[config.mk]
export PLATFORM = sky130hd
export DESIGN_NAME = fp_mult_result_stage
export DESIGN_NICKNAME = d
export VERILOG_FILES = /design/src/rtl/fp_pkg.sv /design/src/rtl/fp_result_fifo.sv /design/src/rtl/fp_mult_result_stage.sv
export SDC_FILE = /design/constraint.sdc
export NUM_CORES = 1
export LEC_CHECK = 0
export CORE_MARGIN = 2
export CORE_UTILIZATION = 50
export CTS_CLUSTER_SIZE = 10
export DETAILED_ROUTE_END_ITERATION = 6
export PLACE_DENSITY = 0.77
export SETUP_SLACK_MARGIN = 0.05
export SLEW_MARGIN = 20
export SYNTH_ARGS = -nofsm -noshare
export SYNTH_HDL_FRONTEND = slang
export SYNTH_SLANG_ARGS = --single-unit
[constraint.sdc]
create_clock -name clk_in -period 2.76 [get_ports clk_in]
set_input_delay 0.276 -clock clk_in [delete_from_list [all_inputs] [get_ports clk_in]]
set_output_delay 0.276 -clock clk_in [all_outputs]
set_load 0.1 [all_outputs]
[src/rtl/fp_pkg.sv]
// Shared floating-point types and special-value encoders for the multiplier result path.
package fp_pkg;

    localparam int FP_EXP_WIDTH      = 8;
    localparam int FP_MANTISSA_WIDTH = 23;

    typedef struct packed {
        logic                         sign;
        logic [FP_EXP_WIDTH-1:0]      exp;
        logic [FP_MANTISSA_WIDTH-1:0] mantissa;
    } fp_word_t;

    typedef struct packed {
        fp_word_t word;
        logic     of;
        logic     uf;
    } fp_entry_t;

    function automatic fp_word_t fp_inf(input logic sign);
        fp_word_t w;
        w.sign     = sign;
        w.exp      = '1;
        w.mantissa = '0;
        return w;
    endfunction

    function automatic fp_word_t fp_zero(input logic sign);
        fp_word_t w;
        w.sign     = sign;
        w.exp      = '0;
        w.mantissa = '0;
        return w;
    endfunction

endpackage

[src/rtl/fp_result_fifo.sv]
// Power-of-two circular FIFO with a combinational head read; pushes when full and pops when empty are ignored.
module fp_result_fifo
    import fp_pkg::*;
#(
    parameter int  DEPTH = 4,
    parameter type T     = fp_entry_t
) (
    input  logic                       i_clk,
    input  logic                       i_rst,
    input  logic                       i_push,
    input  T                           i_data,
    input  logic                       i_pop,
    output T                           o_head,
    output logic [$clog2(DEPTH+1)-1:0] o_count,
    output logic                       o_full,
    output logic                       o_empty
);

    localparam int PTR_W = $clog2(DEPTH);
    localparam int CNT_W = $clog2(DEPTH+1);

    T                 r_mem [DEPTH];
    logic [PTR_W-1:0] r_wrPtr;
    logic [PTR_W-1:0] r_rdPtr;
    logic [CNT_W-1:0] r_count;
    logic             w_push;
    logic             w_pop;

    assign o_full  = (r_count == CNT_W'(DEPTH));
    assign o_empty = (r_count == '0);
    assign o_count = r_count;
    assign o_head  = r_mem[r_rdPtr];
    assign w_push  = i_push && !o_full;
    assign w_pop   = i_pop && !o_empty;

    always_ff @(posedge i_clk) begin
        if (w_push) begin
            r_mem[r_wrPtr] <= i_data;
        end
    end

    // Pointers wrap naturally because DEPTH is a power of two.
    always_ff @(posedge i_clk) begin
        if (i_rst) begin
            r_wrPtr <= '0;
            r_rdPtr <= '0;
            r_count <= '0;
        end else begin
            if (w_push) begin
                r_wrPtr <= r_wrPtr + PTR_W'(1);
            end
            if (w_pop) begin
                r_rdPtr <= r_rdPtr + PTR_W'(1);
            end
            case ({w_push, w_pop})
                2'b10:   r_count <= r_count + CNT_W'(1);
                2'b01:   r_count <= r_count - CNT_W'(1);
                default: r_count <= r_count;
            endcase
        end
    end

endmodule

[src/rtl/fp_mult_result_stage.sv]
// Registered, FIFO-buffered output stage of the FP multiplier: saturates overflow to infinity, flushes underflow to zero.
// Optional sticky overflow/underflow flags are built when FP_STICKY_FLAGS_EN is defined.
module fp_mult_result_stage
    import fp_pkg::*;
#(
    parameter int EXP_WIDTH      = FP_EXP_WIDTH,
    parameter int MANTISSA_WIDTH = FP_MANTISSA_WIDTH,
    parameter int DEPTH          = 4
) (
    input  logic                              clk_in,
    input  logic                              rst_in,
    input  logic [EXP_WIDTH+MANTISSA_WIDTH:0] fpm_in,
    input  logic                              overflow_in,
    input  logic                              underflow_in,
    input  logic                              valid_in,
    output logic                              ready_out,
    output logic [EXP_WIDTH+MANTISSA_WIDTH:0] result_out,
    output logic                              overflow_out,
    output logic                              underflow_out,
    output logic                              valid_out,
    input  logic                              ready_in
`ifdef FP_STICKY_FLAGS_EN
    ,
    output logic                              sticky_of_out,
    output logic                              sticky_uf_out,
    input  logic                              clear_flags_in
`endif
);

    localparam int WORD_W = EXP_WIDTH + MANTISSA_WIDTH + 1;
    localparam int CNT_W  = $clog2(DEPTH+1);

    typedef struct packed {
        logic [WORD_W-1:0] word;
        logic              of;
        logic              uf;
    } entry_t;

    logic              w_sign;
    logic [WORD_W-1:0] w_inf;
    logic [WORD_W-1:0] w_zero;
    entry_t            w_enc;
    entry_t            r_cap;
    logic              r_capValid;
    entry_t            w_head;
    logic [CNT_W-1:0]  w_count;
    logic [CNT_W:0]    w_occupancy;
    logic              w_full;
    logic              w_empty;
    logic              w_accept;

    assign w_sign = fpm_in[WORD_W-1];

    // Use the shared package encoders when widths match; otherwise build the same encodings locally.
    if (EXP_WIDTH == FP_EXP_WIDTH && MANTISSA_WIDTH == FP_MANTISSA_WIDTH) begin : g_pkgEnc
        assign w_inf  = fp_inf(w_sign);
        assign w_zero = fp_zero(w_sign);
    end else begin : g_localEnc
        assign w_inf  = {w_sign, {EXP_WIDTH{1'b1}}, {MANTISSA_WIDTH{1'b0}}};
        assign w_zero = {w_sign, {(WORD_W-1){1'b0}}};
    end

    always_comb begin
        w_enc.word = fpm_in;
        w_enc.of   = 1'b0;
        w_enc.uf   = 1'b0;
        if (overflow_in) begin
            w_enc.word = w_inf;
            w_enc.of   = 1'b1;
        end else if (underflow_in) begin
            w_enc.word = w_zero;
            w_enc.uf   = 1'b1;
        end
    end

    // Registered-only occupancy keeps ready_in off the ready_out path.
    assign w_occupancy = {1'b0, w_count} + (CNT_W+1)'(r_capValid);
    assign ready_out   = (w_occupancy < (CNT_W+1)'(DEPTH));
    assign w_accept    = valid_in && ready_out;

    always_ff @(posedge clk_in) begin
        if (rst_in) begin
            r_cap      <= '0;
            r_capValid <= 1'b0;
        end else begin
            r_capValid <= w_accept;
            if (w_accept) begin
                r_cap <= w_enc;
            end
        end
    end

    fp_result_fifo #(
        .DEPTH (DEPTH),
        .T     (entry_t)
    ) u_fifo (
        .i_clk   (clk_in),
        .i_rst   (rst_in),
        .i_push  (r_capValid),
        .i_data  (r_cap),
        .i_pop   (ready_in),
        .o_head  (w_head),
        .o_count (w_count),
        .o_full  (w_full),
        .o_empty (w_empty)
    );

    // Storage is not reset, so the head is masked to zero while the FIFO is empty.
    assign valid_out     = !w_empty;
    assign result_out    = w_empty ? '0 : w_head.word;
    assign overflow_out  = !w_empty && w_head.of;
    assign underflow_out = !w_empty && w_head.uf;

`ifdef FP_STICKY_FLAGS_EN
    logic w_pop;
    logic r_stickyOf;
    logic r_stickyUf;

    assign w_pop = !w_empty && ready_in;

    // A set event wins over a simultaneous clear.
    always_ff @(posedge clk_in) begin
        if (rst_in) begin
            r_stickyOf <= 1'b0;
            r_stickyUf <= 1'b0;
        end else begin
            if (w_pop && w_head.of) begin
                r_stickyOf <= 1'b1;
            end else if (clear_flags_in) begin
                r_stickyOf <= 1'b0;
            end
            if (w_pop && w_head.uf) begin
                r_stickyUf <= 1'b1;
            end else if (clear_flags_in) begin
                r_stickyUf <= 1'b0;
            end
        end
    end

    assign sticky_of_out = r_stickyOf;
    assign sticky_uf_out = r_stickyUf;
`endif

endmodule

==> results_dict.tcl, run 1 <==
set metrics [dict create \
    status "completed" \
    cts_setup_buffers 0 \
    grt_max_degree 38 \
    powerDensity_nw_per_um2 1134 \
    clock_path_buffers 2 \
    cts_hold_buf 0 \
    hold_class "in -> reg" \
    globalplace.congestion 0.7464 \
    end_kind "output port" \
    core-area_um2 13830 \
    synthTopCellsByArea "edfxtp_1 (58%), dfxtp_1 (12%), mux4_2 (11%), nor2b_1 (3.0%), nand2b_1 (2.2%)" \
    clock-sinks 180 \
    clkTransAtPathRegs_ps 70 \
    synth_top_area_cell "edfxtp_1" \
    nFillCells 946 \
    layout_min_cycle_time_ps 2309 \
    die_h_um 122.7 \
    ys_ff_latch 180 \
    yosys_warnings 0 \
    wl_mm 13.76 \
    drive_gt1_frac 0.2481 \
    slowest_delay_ps 550 \
    synth_cells 430 \
    max-slew-margin-rel 0.6271 \
    htreeDepth 4 \
    area_delta_synth_final_pct 23.36 \
    p_comb_frac 0.415 \
    cp.required_ps 2480 \
    synth_cell_types 32 \
    pwr-share-clk 0.256 \
    pwr-share-seq 0.329 \
    dp_hpwl_mm 7.936 \
    vias 3939 \
    critical_path_class "reg -> out" \
    worst_setup_path_start_kind "flip-flop" \
    die_area_um2 15060 \
    syn_area_um2 7049 \
    seq_area_frac_synth 0.7043 \
    finalSetupViolCount 0 \
    worst_pin_slew_ps 559.4 \
    antenna_found_initial 0 \
    wire_per_inst_um 19.66 \
    hold_violations 0 \
    start_util 0.5098 \
    synth_top_area_frac 0.5793 \
    crit_chain "buf_12 > mux4_2 > nor2b_1 > buf_4" \
    hold_ws_ps 417.0 \
    multi_input_area_um2 1893 \
    drc 0 \
    rsz0062_at_grt "false" \
    power_leakage_nw 2.892 \
    nets 551 \
    swShare 0.4043 \
    p_int_w 0.005872 \
    cts_tree "built" \
    cts_buffers 17 \
    clock_latency_ps 420 \
    grt_pass1_vias 3992 \
    grt_pass1_wl_mm 21.29 \
    vdd_ir_drop_max_uv 736.2 \
    fin_setup_tns_ps 0 \
    busiest_layer "met2" \
    grtUsageMet2 0.3253 \
    root_buffer "clkbuf_16" \
    cp.arrival_ps 2030 \
    antennaDiodeCount 0 \
    slew_viol_final 0 \
    switchingPower_w 0.003985 \
    track_usage 0.1935 \
    numPortBuffers 73 \
    drt_first_iter_violations 435 \
    avgSynthCellArea_um2 16.39 \
    num_rows 43 \
    grtUsageMet3 0.04507 \
    post_cts_resized 0 \
    postRouteAntennaNets 0 \
    worst_clock_skew_ps 8.691 \
    grtUsageMet1 0.2502 \
    cap_violations 0 \
    regArea_um2 4967 \
    timing.fmax_mhz 433.0 \
    grt-ovfl-total 0 \
    fin_crit_sh 0.8368 \
    path_max_fanout 34 \
    synth_nets 474 \
    die_w_um 122.7 \
    vias_per_cell 5.627 \
    io_pins 74 \
    dr.pass1.iters 4 \
    slowest_stage "mux4_2" \
]
==> final timing paths <==
check	slack, ps	cells after the start	start	to
setup / recovery	450	4	flip-flop	result_out[0]
hold / removal	420	3	fpm_in[19]	r_cap[21]
setup reg to reg	660	8	u_fifo.o_count[2]	u_fifo.o_count[2]
hold reg to reg	490	2	u_fifo.r_rdPtr[1]	flip-flop
==> stage by stage <==
step | cells | area (um^2) | util | worst slack [ps] | power, W
after floorplan | 430 | 7049 | - | 192.6 | 0.006375
after global placement | 668 | 8064 | 0.5832 | 607.3 | 0.007379
after detailed placement | 668 | 8064 | 0.5832 | 518.8 | 0.007426
after CTS | 700 | 8696 | 0.6289 | 413.1 | 0.009925
after global routing | 700 | 8696 | 0.6289 | 359.5 | 0.01018
final | 700 | 8696 | 0.6289 | 450.5 | 0.009858
==> worst max-delay path: cells and delay by family (launching register included) <==
kind / cells / cell delay [ps]
multiplexers: 1 / 550
buffers and inverters: 2 / 540
flip-flops: 1 / 340
AND/OR/NAND/NOR: 1 / 170
==> kinds of logic after synthesis <==
family | synth area share
compound gates | 0.05059
xor+xnor | 0.003728
fa+ha+maj | 0.01171
buf+inv | 0.02911
flops | 0.7043
mux | 0.1116
simple gates | 0.08892
==> cells in the mapped netlist <==
master,count
a211oi_1,8
a21oi_1,22
a31o_4,1
a31oi_4,1
and2_1,4
buf_2,14
buf_4,1
buf_6,4
clkbuf_1,10
dfxtp_1,44
edfxtp_1,136
fa_1,1
ha_1,5
inv_1,9
inv_2,3
mux2_1,1
mux2i_1,1
mux4_2,34
nand2_1,1
nand2b_1,25
nand3_1,2
nand4_1,23
nor2_1,8
nor2b_1,34
nor3_1,1
nor3_2,2
o21ai_0,4
o21ai_1,24
o31ai_1,1
or3_1,2
or4_1,1
xor2_1,3
==> power groups by stage <==
stage	clock [W]	combinational, W	sequential, W
2_1_floorplan	0	0.00313	0.00325
3_3_place_gp	0	0.00410	0.00328
3_5_place_dp	0	0.00413	0.00330
4_1_cts	0.00255	0.00414	0.00324
5_1_grt	0.00266	0.00427	0.00326
6_report	0.00252	0.00409	0.00324
==> flip-flops by register name, indices dropped and copies added (netlist names), named ones only <==
name	cells
u_fifo.r_rdPtr	2
u_fifo.o_count	3
u_fifo.r_mem	136
u_fifo.r_wrPtr	2
r_cap	34
r_capValid	1
==> layer usage <==
metal,vias to the layer above,part of all wire
met5,-,0
met1,1967,0.41
met2,154,0.52
met3,13,0.064
li1,1805,-
met4,0,0.010
==> layout by cell type (no fill, tap or decap), types with 2 or more instances in the layout <==
master           instances
inv_6                    2
clkinvlp_4               3
dfxtp_2                  2
nand2b_1                25
nor2b_1                 34
dfxtp_1                 42
buf_12                  15
and2_2                   4
nand4_1                 23
inv_1                    9
bufinv_16                4
or3_1                    2
edfxtp_1               136
ha_1                     5
nor2_1                   7
clkbuf_16               17
clkinv_4                 3
inv_2                    3
o21ai_0                  4
o21ai_1                 24
nand3_1                  2
a21oi_1                 22
a211oi_1                 8
mux4_2                  34
xor2_1                   3
buf_4                   35
clkdlybuf4s50_1         37
==> layout make-up <==
class	count	area share
inverter	12	0.005180
clock inverter	14	0.02331
tap	180	0.02590
clock buffer	18	0.04935
multi-input combinational	209	0.2177
sequential	180	0.5712
timing repair buffer	87	0.1073
No activity file was read; power rests on OpenSTA's default activity.
==> run 2: changes to the inputs <==
Clock period 2.76 ns to 2.3 ns, I/O delays scaled along.
==> run 2 against run 1 <==
Worst hold slack lost 31 ps. Global-route usage rose by 0.69 points. First-iteration DRC count shrank 17%. Count of clock-buffer cells in the layout increased by 4. Worst setup slack got worse by 390 ps. Final cell count is 0.29% higher. Cell area is 4.7% higher.
==> results_dict.tcl, run 2 (synthesis gave the netlist of run 1 again) <==
set metrics [dict create \
    cts_buffers 17 \
    wire_per_inst_um 20.10 \
    max-slew-margin-rel 0.5710 \
    globalplace.congestion 0.7610 \
    htreeDepth 4 \
    start_util 0.5098 \
    wl_mm 14.11 \
    final_util 0.6585 \
    worst_clock_skew_ps 5.390 \
    clock_latency_ps 420 \
    regMostFlops "u_fifo.r_mem" \
    nets 553 \
    largest_reg_flops 136 \
    fin_setup_tns_ps 0 \
    num_rows 43 \
    timing.fmax_mhz 447.1 \
    die_w_um 122.7 \
    drive_gt1_frac 0.3084 \
    postRouteAntennaNets 0 \
    clock-sinks 180 \
    cts_hold_buf 0 \
    rsz0062_at_grt "true" \
    numPortBuffers 73 \
    track_usage 0.2004 \
    fin_crit_sh 0.9724 \
    clock_path_buffers 2 \
    vias 4002 \
    root_buffer "clkbuf_16" \
    end_kind "output port" \
    grt-ovfl-total 0 \
    cap_violations 0 \
    status "completed" \
    power_leakage_nw 3.010 \
    dp_hpwl_mm 8.463 \
    vias_per_cell 5.701 \
    layout_min_cycle_time_ps 2236 \
    die_area_um2 15060 \
    antennaDiodeCount 0 \
    die_h_um 122.7 \
    hold_violations 0 \
    clkTransAtPathRegs_ps 60 \
    drc 0 \
    final_cell_mix "edfxtp_1 (136), buf_12 (42), dfxtp_1 (42)" \
    final_common_cell "edfxtp_1" \
    nFillCells 928 \
    io_pins 74 \
    drt_first_iter_violations 360 \
    area_delta_synth_final_pct 29.16 \
    grt_pass1_wl_mm 21.68 \
    holdPathStages 3 \
    vdd_ir_drop_max_uv 906.4 \
    critical_path_class "reg -> out" \
    finalSetupViolCount 0 \
    worst_setup_path_start_kind "flip-flop" \
    slew_viol_final 0 \
    antenna_found_initial 0 \
    cp.arrival_ps 2010 \
    path_max_fanout 17 \
    cp.required_ps 2070 \
    hold_class "in -> reg" \
    cts_tree "built" \
    worstRegToRegCells 8 \
    post_cts_resized 0 \
    grt_max_degree 38 \
    core-area_um2 13830 \
    grt_pass1_vias 4246 \
    worst_pin_slew_ps 642.5 \
    powerDensity_nw_per_um2 1384 \
    dr.pass1.iters 4 \
]
run 2: cell types whose count changed in the layout (fill, tap and decap cells not counted):
cell / delta
buf_4: -26
clkinv_4: -3
inv_6: -2
bufinv_16: -1
inv_8: -1
clkinv_1: +1
buf_12: +27
clkinv_2: +2
clkbuf_1: +3
nor2b_2: +34
nor2b_1: -34
clkbuf_16: +1
clkbuf_8: +1
run 2: metal layers:
metal / vias to the layer above / GRT usage / wire, um
li1: 1807 / - / -
met1: 2047 / 0.2403 / 5732
met2: 123 / 0.3374 / 7276
met3: 25 / 0.06366 / 787
met4: 0 / 0.07902 / 315
met5: - / 0 / 0
run 2: area by class of cell:
cell class,count,area [um^2],area share
sequential,180,4967,0.5456
timing repair buffer,89,1304,0.1432
inverter,12,45.04,0.004947
tap,180,225.2,0.02474
clock inverter,10,131.4,0.01443
clock buffer,22,454.2,0.04988
multi-input combinational,209,1978,0.2173
run 2: repair_timing:
action | 4_1_cts | 5_1_grt
endpoints found under the setup margin | 3 | 34
endpoints found under the hold margin | 0 | 0
cloned | 0 | 1
pin swaps | 0 | 0
buffers inserted | 0 | 0
run 2: final timing paths:
path,slack (ps),endpoint,start
min reg2reg,500,flip-flop,u_fifo.r_rdPtr[1]
min,390,r_cap[22],fpm_in[20]
max,60,overflow_out,flip-flop
max reg2reg,90,u_fifo.o_count[2],u_fifo.o_count[2]
run 2: worst max-delay path, stage by stage (launching register included):
cell,delay [ps]
dfxtp_2,410
buf_12,210
mux4_2,570
nor2b_2,190
buf_12,170
run 2: metrics by stage:
| step | cells | setup WS, ps | area (um^2) | hold WS [ps] | power (W) |
|---|---|---|---|---|---|
| 2_1_floorplan | 430 | 266.9 | 7134 | 373.2 | 0.007816 |
| 3_3_place_gp | 669 | 190.1 | 8494 | 470.9 | 0.009744 |
| 3_5_place_dp | 669 | 79.86 | 8494 | 486.7 | 0.009816 |
| 4_1_cts | 701 | 24.50 | 9080 | 362.1 | 0.01263 |
| 5_1_grt | 702 | 14.58 | 9105 | 390.5 | 0.01301 |
| 6_report | 702 | 63.51 | 9105 | 385.5 | 0.01260 |
run 2: power by group:
group          switching (W)  internal, W  leakage (nW)
Combinational        0.00369      0.00218          1.11
Clock                0.00110      0.00173         0.278
Sequential          0.000156      0.00374          1.62
Total                0.00495      0.00765          3.01
